==> config.mk <==
export PLATFORM = sky130hd
export DESIGN_NAME = nn_result_reader
export DESIGN_NICKNAME = d
export VERILOG_FILES = /design/src/rtl/nn_pkg.sv /design/src/rtl/nn_score_bank.sv /design/src/rtl/nn_result_reader.sv
export SDC_FILE = /design/constraint.sdc
export NUM_CORES = 2
export LEC_CHECK = 0
export BUFFER_PORTS_ARGS = -buffer_cell sky130_fd_sc_hd__buf_2
export CORE_ASPECT_RATIO = 0.8
export CORE_UTILIZATION = 28
export CTS_CLUSTER_DIAMETER = 150
export DETAILED_ROUTE_END_ITERATION = 12
export SYNTH_ARGS = -nofsm -noshare
export SYNTH_HDL_FRONTEND = slang
export SYNTH_SLANG_ARGS = --single-unit
==> constraint.sdc <==
create_clock -name clk -period 38 [get_ports clk]
set_input_delay 3.8 -clock clk [delete_from_list [all_inputs] [get_ports clk]]
set_output_delay 3.8 -clock clk [all_outputs]
set_load 0.03 [all_outputs]
==> src/rtl/nn_pkg.sv <==
// Shared definitions for the output-layer result reader.
//   DEF_* : default sizing (20 classes, 5-bit class index, 32-bit scores)
//   NO_MATCH : class code reported when no entry qualifies (all ones)
//   state_t : reader FSM encoding
package nn_pkg;
    localparam int DEF_DATA_WIDTH  = 32;
    localparam int DEF_NUM_OUTPUTS = 20;
    localparam int DEF_CLASS_W     = 5;

    localparam logic [DEF_CLASS_W-1:0] NO_MATCH = '1;

    typedef enum logic [1:0] {
        IDLE   = 2'd0,
        SCAN   = 2'd1,
        RESULT = 2'd2
    } state_t;
endpackage

==> src/rtl/nn_score_bank.sv <==
// Score bank: NUM_OUTPUTS registers written by one-hot strobes, a written-mask,
// and a combinational indexed read port.
//   clk, rst         : clock, async active-high reset (clears data and mask)
//   wr_en, wr_data   : every selected entry loads wr_data and sets its mask bit
//   clr              : clears the mask; a same-cycle write keeps its bit set
//   rd_idx           : read index; out-of-range reads return zero / unwritten
//   rd_data, rd_written, mask : read data, its mask bit, full mask
module nn_score_bank
    import nn_pkg::*;
#(
    parameter int DATA_WIDTH  = DEF_DATA_WIDTH,
    parameter int NUM_OUTPUTS = DEF_NUM_OUTPUTS,
    parameter int CLASS_W     = DEF_CLASS_W
) (
    input  logic                   clk,
    input  logic                   rst,
    input  logic [NUM_OUTPUTS-1:0] wr_en,
    input  logic [DATA_WIDTH-1:0]  wr_data,
    input  logic                   clr,
    input  logic [CLASS_W-1:0]     rd_idx,
    output logic [DATA_WIDTH-1:0]  rd_data,
    output logic                   rd_written,
    output logic [NUM_OUTPUTS-1:0] mask
);
    logic [NUM_OUTPUTS-1:0][DATA_WIDTH-1:0] data;

    always_ff @(posedge clk or posedge rst) begin
        if (rst) begin
            data <= '0;
            mask <= '0;
        end else begin
            for (int i = 0; i < NUM_OUTPUTS; i++) begin
                if (wr_en[i]) begin
                    data[i] <= wr_data;
                    mask[i] <= 1'b1;
                end else if (clr) begin
                    mask[i] <= 1'b0;
                end
            end
        end
    end

    // Compare-based mux keeps the read in range for any rd_idx value.
    always_comb begin
        rd_data    = '0;
        rd_written = 1'b0;
        for (int i = 0; i < NUM_OUTPUTS; i++) begin
            if (rd_idx == CLASS_W'(i)) begin
                rd_data    = data[i];
                rd_written = mask[i];
            end
        end
    end
endmodule

==> src/rtl/nn_result_reader.sv <==
// Output-layer result reader: captures output-neuron scores, then on
// check_start scans one entry per cycle and reports the argmax class.
//   clk, rst                 : clock, async active-high reset
//   out_wr_en, out_wr_data   : one-hot score writes (dropped during SCAN)
//   check_start              : start a scan (honoured in IDLE only)
//   bank_clear               : clear the written-mask
//   busy                     : FSM not in IDLE
//   result_valid/ready       : result handshake; outputs held until accepted
//   result_class/score       : argmax index and score, or NO_MATCH / 0
//   incomplete               : mask was not full when the scan started
//   write_err                : sticky, a write arrived while scanning
// Optional NN_RESULT_RUNNER_UP_EN adds second_class and margin outputs.
module nn_result_reader
    import nn_pkg::*;
#(
    parameter int DATA_WIDTH  = DEF_DATA_WIDTH,
    parameter int NUM_OUTPUTS = DEF_NUM_OUTPUTS,
    parameter int CLASS_W     = DEF_CLASS_W,
    parameter logic [DATA_WIDTH-1:0] MIN_CONF = '0
) (
    input  logic                   clk,
    input  logic                   rst,
    input  logic [NUM_OUTPUTS-1:0] out_wr_en,
    input  logic [DATA_WIDTH-1:0]  out_wr_data,
    input  logic                   check_start,
    input  logic                   bank_clear,
    output logic                   busy,
    output logic                   result_valid,
    input  logic                   result_ready,
    output logic [CLASS_W-1:0]     result_class,
    output logic [DATA_WIDTH-1:0]  result_score,
    output logic                   incomplete,
    output logic                   write_err
`ifdef NN_RESULT_RUNNER_UP_EN
    ,
    output logic [CLASS_W-1:0]     second_class,
    output logic [DATA_WIDTH-1:0]  margin
`endif
);
    localparam logic [CLASS_W-1:0] NONE = '1;
    localparam logic [CLASS_W-1:0] LAST = CLASS_W'(NUM_OUTPUTS - 1);

    state_t                  state;
    logic [CLASS_W-1:0]      idx;
    logic                    scan_last;   // all entries compared; next edge publishes
    logic [DATA_WIDTH-1:0]   best_score;
    logic [CLASS_W-1:0]      best_idx;
    logic [DATA_WIDTH-1:0]   rd_data;
    logic                    rd_written;
    logic [NUM_OUTPUTS-1:0]  mask;
    logic [NUM_OUTPUTS-1:0]  bank_wr;
    logic                    mask_clr;
    logic                    conf_ok;
    logic                    cand;
`ifdef NN_RESULT_RUNNER_UP_EN
    logic [DATA_WIDTH-1:0]   second_score;
    logic [CLASS_W-1:0]      second_idx;
`endif

    assign busy     = (state != IDLE);
    assign bank_wr  = (state == SCAN) ? '0 : out_wr_en;
    // Accepting a result frees the mask for the next utterance.
    assign mask_clr = bank_clear | ((state == RESULT) & result_ready);
    assign cand     = rd_written & (rd_data > best_score);

    // A zero threshold is always met; skip the compare so it does not fold
    // into a constant-true unsigned test.
    generate
        if (MIN_CONF == '0) begin : g_noconf
            assign conf_ok = 1'b1;
        end else begin : g_conf
            assign conf_ok = (best_score >= MIN_CONF);
        end
    endgenerate

    nn_score_bank #(
        .DATA_WIDTH (DATA_WIDTH),
        .NUM_OUTPUTS(NUM_OUTPUTS),
        .CLASS_W    (CLASS_W)
    ) u_bank (
        .clk       (clk),
        .rst       (rst),
        .wr_en     (bank_wr),
        .wr_data   (out_wr_data),
        .clr       (mask_clr),
        .rd_idx    (idx),
        .rd_data   (rd_data),
        .rd_written(rd_written),
        .mask      (mask)
    );

    always_ff @(posedge clk or posedge rst) begin
        if (rst) begin
            state        <= IDLE;
            idx          <= '0;
            scan_last    <= 1'b0;
            best_score   <= '0;
            best_idx     <= '0;
            result_valid <= 1'b0;
            result_class <= '0;
            result_score <= '0;
            incomplete   <= 1'b0;
            write_err    <= 1'b0;
`ifdef NN_RESULT_RUNNER_UP_EN
            second_score <= '0;
            second_idx   <= '0;
            second_class <= '0;
            margin       <= '0;
`endif
        end else begin
            case (state)
                IDLE: begin
                    if (check_start) begin
                        state      <= SCAN;
                        incomplete <= ~&mask;
                        write_err  <= 1'b0;
                        idx        <= '0;
                        scan_last  <= 1'b0;
                        best_score <= '0;
                        best_idx   <= NONE;
`ifdef NN_RESULT_RUNNER_UP_EN
                        second_score <= '0;
                        second_idx   <= NONE;
`endif
                    end
                end
                SCAN: begin
                    if (|out_wr_en)
                        write_err <= 1'b1;
                    if (!scan_last) begin
                        // Strict compare: an equal later score never displaces
                        // the earlier index.
                        if (cand) begin
                            best_score <= rd_data;
                            best_idx   <= idx;
                        end
`ifdef NN_RESULT_RUNNER_UP_EN
                        if (cand) begin
                            second_score <= best_score;
                            second_idx   <= best_idx;
                        end else if (rd_written && rd_data > second_score) begin
                            second_score <= rd_data;
                            second_idx   <= idx;
                        end
`endif
                        if (idx == LAST)
                            scan_last <= 1'b1;
                        else
                            idx <= idx + 1'b1;
                    end else begin
                        state        <= RESULT;
                        result_valid <= 1'b1;
                        // best_idx stays NONE unless some entry was taken.
                        if (best_idx != NONE && conf_ok) begin
                            result_class <= best_idx;
                            result_score <= best_score;
                        end else begin
                            result_class <= NONE;
                            result_score <= '0;
                        end
`ifdef NN_RESULT_RUNNER_UP_EN
                        second_class <= second_idx;
                        if (second_idx == NONE)
                            margin <= best_score;
                        else if (best_score > second_score)
                            margin <= best_score - second_score;
                        else
                            margin <= '0;
`endif
                    end
                end
                RESULT: begin
                    if (result_ready) begin
                        state        <= IDLE;
                        result_valid <= 1'b0;
                    end
                end
                default: state <= IDLE;
            endcase
        end
    end
endmodule

==> flow_summary.toml <==
[finish]
finish.instance_area_um2 = 39400
register_area_um2 = 18600
multi_input_area_um2 = 15000
final_layout_size_suffix_gt1_frac = 0.336
fillers = 12313
nNetsFinal = 2960
final_util = 0.320
area_delta_synth_final_pct = 12.8

[yosys]
synth_edf_count = 0
synth.area.top_cells = "dfrtp_1 (53%), mux2_2 (21%), nand2_1 (1.9%)"
synth_area_per_cell_um2 = 12.1
yosysMostFrequentCell = "dfrtp_1"
netlist_area_um2 = 34900
synth.top_cell.area_share = 0.534
syn_nets = 2987
synth-xor-area-share = 0.000502
synth_top_cell_by_area = "dfrtp_1"
syn_inst = 2893
synth-main-ff-cell = "dfrtp_1"
synth_cell_types = 91
ys_warn_count = 0
synth-compound-area-share = 0.134
synthAdderAreaFrac = 0.0133
synth_top_cells_by_count = "dfrtp_1 (745), mux2_2 (640), nand2_1 (179), clkbuf_1 (134), o21ai_0 (128)"
synth_top_family_by_area = "multiplexers"
yosysSeqAreaShare = 0.534
yosys_register_bits = 745
synthMuxAreaShare = 0.206
async_flop_share = 1.00
yosys.area_share.simple = 0.0718

[floorplan]
io_pins = 98
chipHeight_um = 318
fp.coreArea_um2 = 123000
die_w_um = 397
dieArea_um2 = 126000
start_util = 0.283
rows = 115

[setup_path]
critPathCaptureType = "flop"
cp_num_buf_inv = 4
crit_end = "best_score[6]"
required_ns = 38.57
cp.arrival_ns = 7.36
start_kind = "flop"
r2r_start = "idx[1]"
reg2reg_to = "best_score[6]"
crit_path_start = "idx[1]"
worst_r2r_path_depth = 20
cp_top_family = "simple AND/OR/NAND/NOR gates"
cpPeakStageDelay_ns = 0.92
path_common_cell = "buf_4"
path_max_fanout = 25
ff2ff_setup_slack_ns = 31.21
crit_chain = "inv_1, ha_1, buf_4, nor4b_4, buf_4, a221oi_1, nor3_1, a2bb2oi_1, a21oi_1, o22ai_1, ha_1, nand2_1, nor3_1, a221oi_1, nand3b_1, a31oi_1, a211oi_2, and2_1, buf_4, a32o_1"
worstSetupPathType = "flop to flop"
cp_num_cells = 20
slowest_stage = "nor4b_4"

[global_route]
antenna_found_initial = 14
grt_first_pass_wirelength_mm = 171
grt_pass1_vias = 24399
grt_max_degree = 137
grt_usage = 0.182
grt_overflow = 0

[detailed_routing]
drc = 26
drt_wl_total_mm = 116
vias = 25364
drtIter0Drc = 2706
route.detailed.wl_per_inst_um = 25.4
via_per_inst = 5.56
final_antenna_net_count = 0
first_pass_iters = 9

[job]
maxCapViolations = 0

[cts]
cts.sinks = 745
cts_hold_buf = 0
cts_inserted_buffers = 71
path_clk_slew_ns = 0.07
htreeDepth = 3
cts_root_buf = "clkbuf_16"
postCtsSetupRepairBufs = 0
cts.path.max_buffers = 3
cts_resized = 0
cts_tree = "done"
insertion_delay_ns = 0.66

[min_path]
hp-class = "flop to flop"

[sta]
period_minus_slack_ns = 6.79
drv_slew = 0
fin_skew_ns = 0.0267
finalSetupTns_ns = 0
hold_violations = 0
max_slew_margin = 0.201
finalCritPeriodShare = 0.179
worst_pin_slew_ns = 1.19
rsz0062_at_grt = "no"
fmax_mhz = 147
setup_viol = 0

[power]
powerDensity_nw_per_um2 = 99.5
leakagePower_nw = 16.3
max-vdd-ir-drop_uv = 73.3

[placement]
place.gp.congestion = 0.861
place_area_um2 = 36900
numPortBuffers = 97
hpwl_mm = 74.5

[outcome]
status = "finished, violations left"
violations = "DRC"
## worst min path at each step
stage / from / endpoint / slack, ns / cells after the start
global placement: result_class[1] / result_class[1] / 0.46 / 2
CTS: result_class[3] / result_class[3] / 0.49 / 2
floorplan: u_bank.mask[15] / u_bank.mask[15] / 0.46 / 2
global route: u_bank.data[265] / u_bank.data[265] / 0.51 / 1
detailed placement: result_class[3] / result_class[3] / 0.47 / 2
finish: result_class[3] / result_class[3] / 0.48 / 2
## placed cells by master (no fill, tap or decap), types with 7 or more instances in the layout
cell,instances
dfrtp_1,744
mux2_2,640
nand2_1,159
o21ai_0,127
a21oi_1,108
nor2_1,102
buf_2,97
clkbuf_16,76
buf_4,71
o22ai_1,68
a22o_1,66
a221oi_1,63
inv_1,49
a22oi_1,44
ha_1,36
nor3_1,29
nand3_1,25
o211ai_1,25
nand2_2,22
o221ai_1,21
nand4_1,20
clkbuf_8,19
a211oi_1,18
nor4_1,17
a221o_1,15
o2111ai_1,15
clkbuf_1,15
o21ai_1,14
a2111oi_0,13
and3_1,12
and2_1,11
nand3b_1,11
nor2b_1,11
clkinv_2,11
o21a_1,7
nand2b_1,7
## state kept, by name, indices dropped and copies added, names as in the netlist, 2 cells and up
| name | flops |
|---|---|
| u_bank.data | 640 |
| best_score | 32 |
| result_score | 32 |
| u_bank.mask | 20 |
| best_idx | 5 |
| idx | 5 |
| result_class | 5 |
| state | 2 |
## power breakdown
group | internal, mW | switching, mW | total (mW)
combinational | 0.730 | 1.02 | 1.75
sequential | 1.19 | 0.217 | 1.40
clock | 0.438 | 0.324 | 0.762
total | 2.35 | 1.57 | 3.92
## metal layers
metal  global-route usage  vias up  part of all wire
met5              0.00950        -            0.0019
met4               0.0427       10             0.019
met3               0.0663      168              0.12
met2                0.233     1138              0.39
met1                0.280    13317              0.48
li1                     -    10731                 -
## worst reg2reg max path: cells and delay by family (launching register included)
family                     cells  cell delay (ns)
and+or+nand+nor                6             2.79
AOI/OAI and AO/OA              8             1.82
buffers and inverters          4             1.26
DFF                            1             0.43
adders and majority gates      2             0.41
## kinds of logic (layout without fill, tap and decap cells)
group	count (synthesis)	in the layout
AOI/OAI and AO/OA	671	671
xor gates and xnor gates	2	2
adders and majority gates	37	37
buffers and inverters	318	348
DFF	745	745
muxes	640	640
other	0	3
and+or+nand+nor	480	480
## cell type report
type | instances | area share
Multi-Input combinational cell | 1830 | 0.381
Sequential cell | 745 | 0.473
Timing Repair Buffer | 168 | 0.0258
Clock inverter | 20 | 0.00622
Clock buffer | 110 | 0.0563
Inverter | 50 | 0.00495
Antenna cell | 3 | 0.000191
Tap cell | 1638 | 0.0520
## through the flow
step           cells  hold WS [ns]  power (mW)  setup slack, ns
3_5_place_dp    4431         0.475        3.12            30.42
6_report        4564         0.484        3.92            31.21
4_1_cts         4561         0.489        3.89            31.14
2_1_floorplan   2893         0.460        2.53            13.29
5_1_grt         4561         0.507        4.13            30.69
3_3_place_gp    4431         0.456        3.08            30.47
Note: power is estimated with default switching activity, not from simulation.
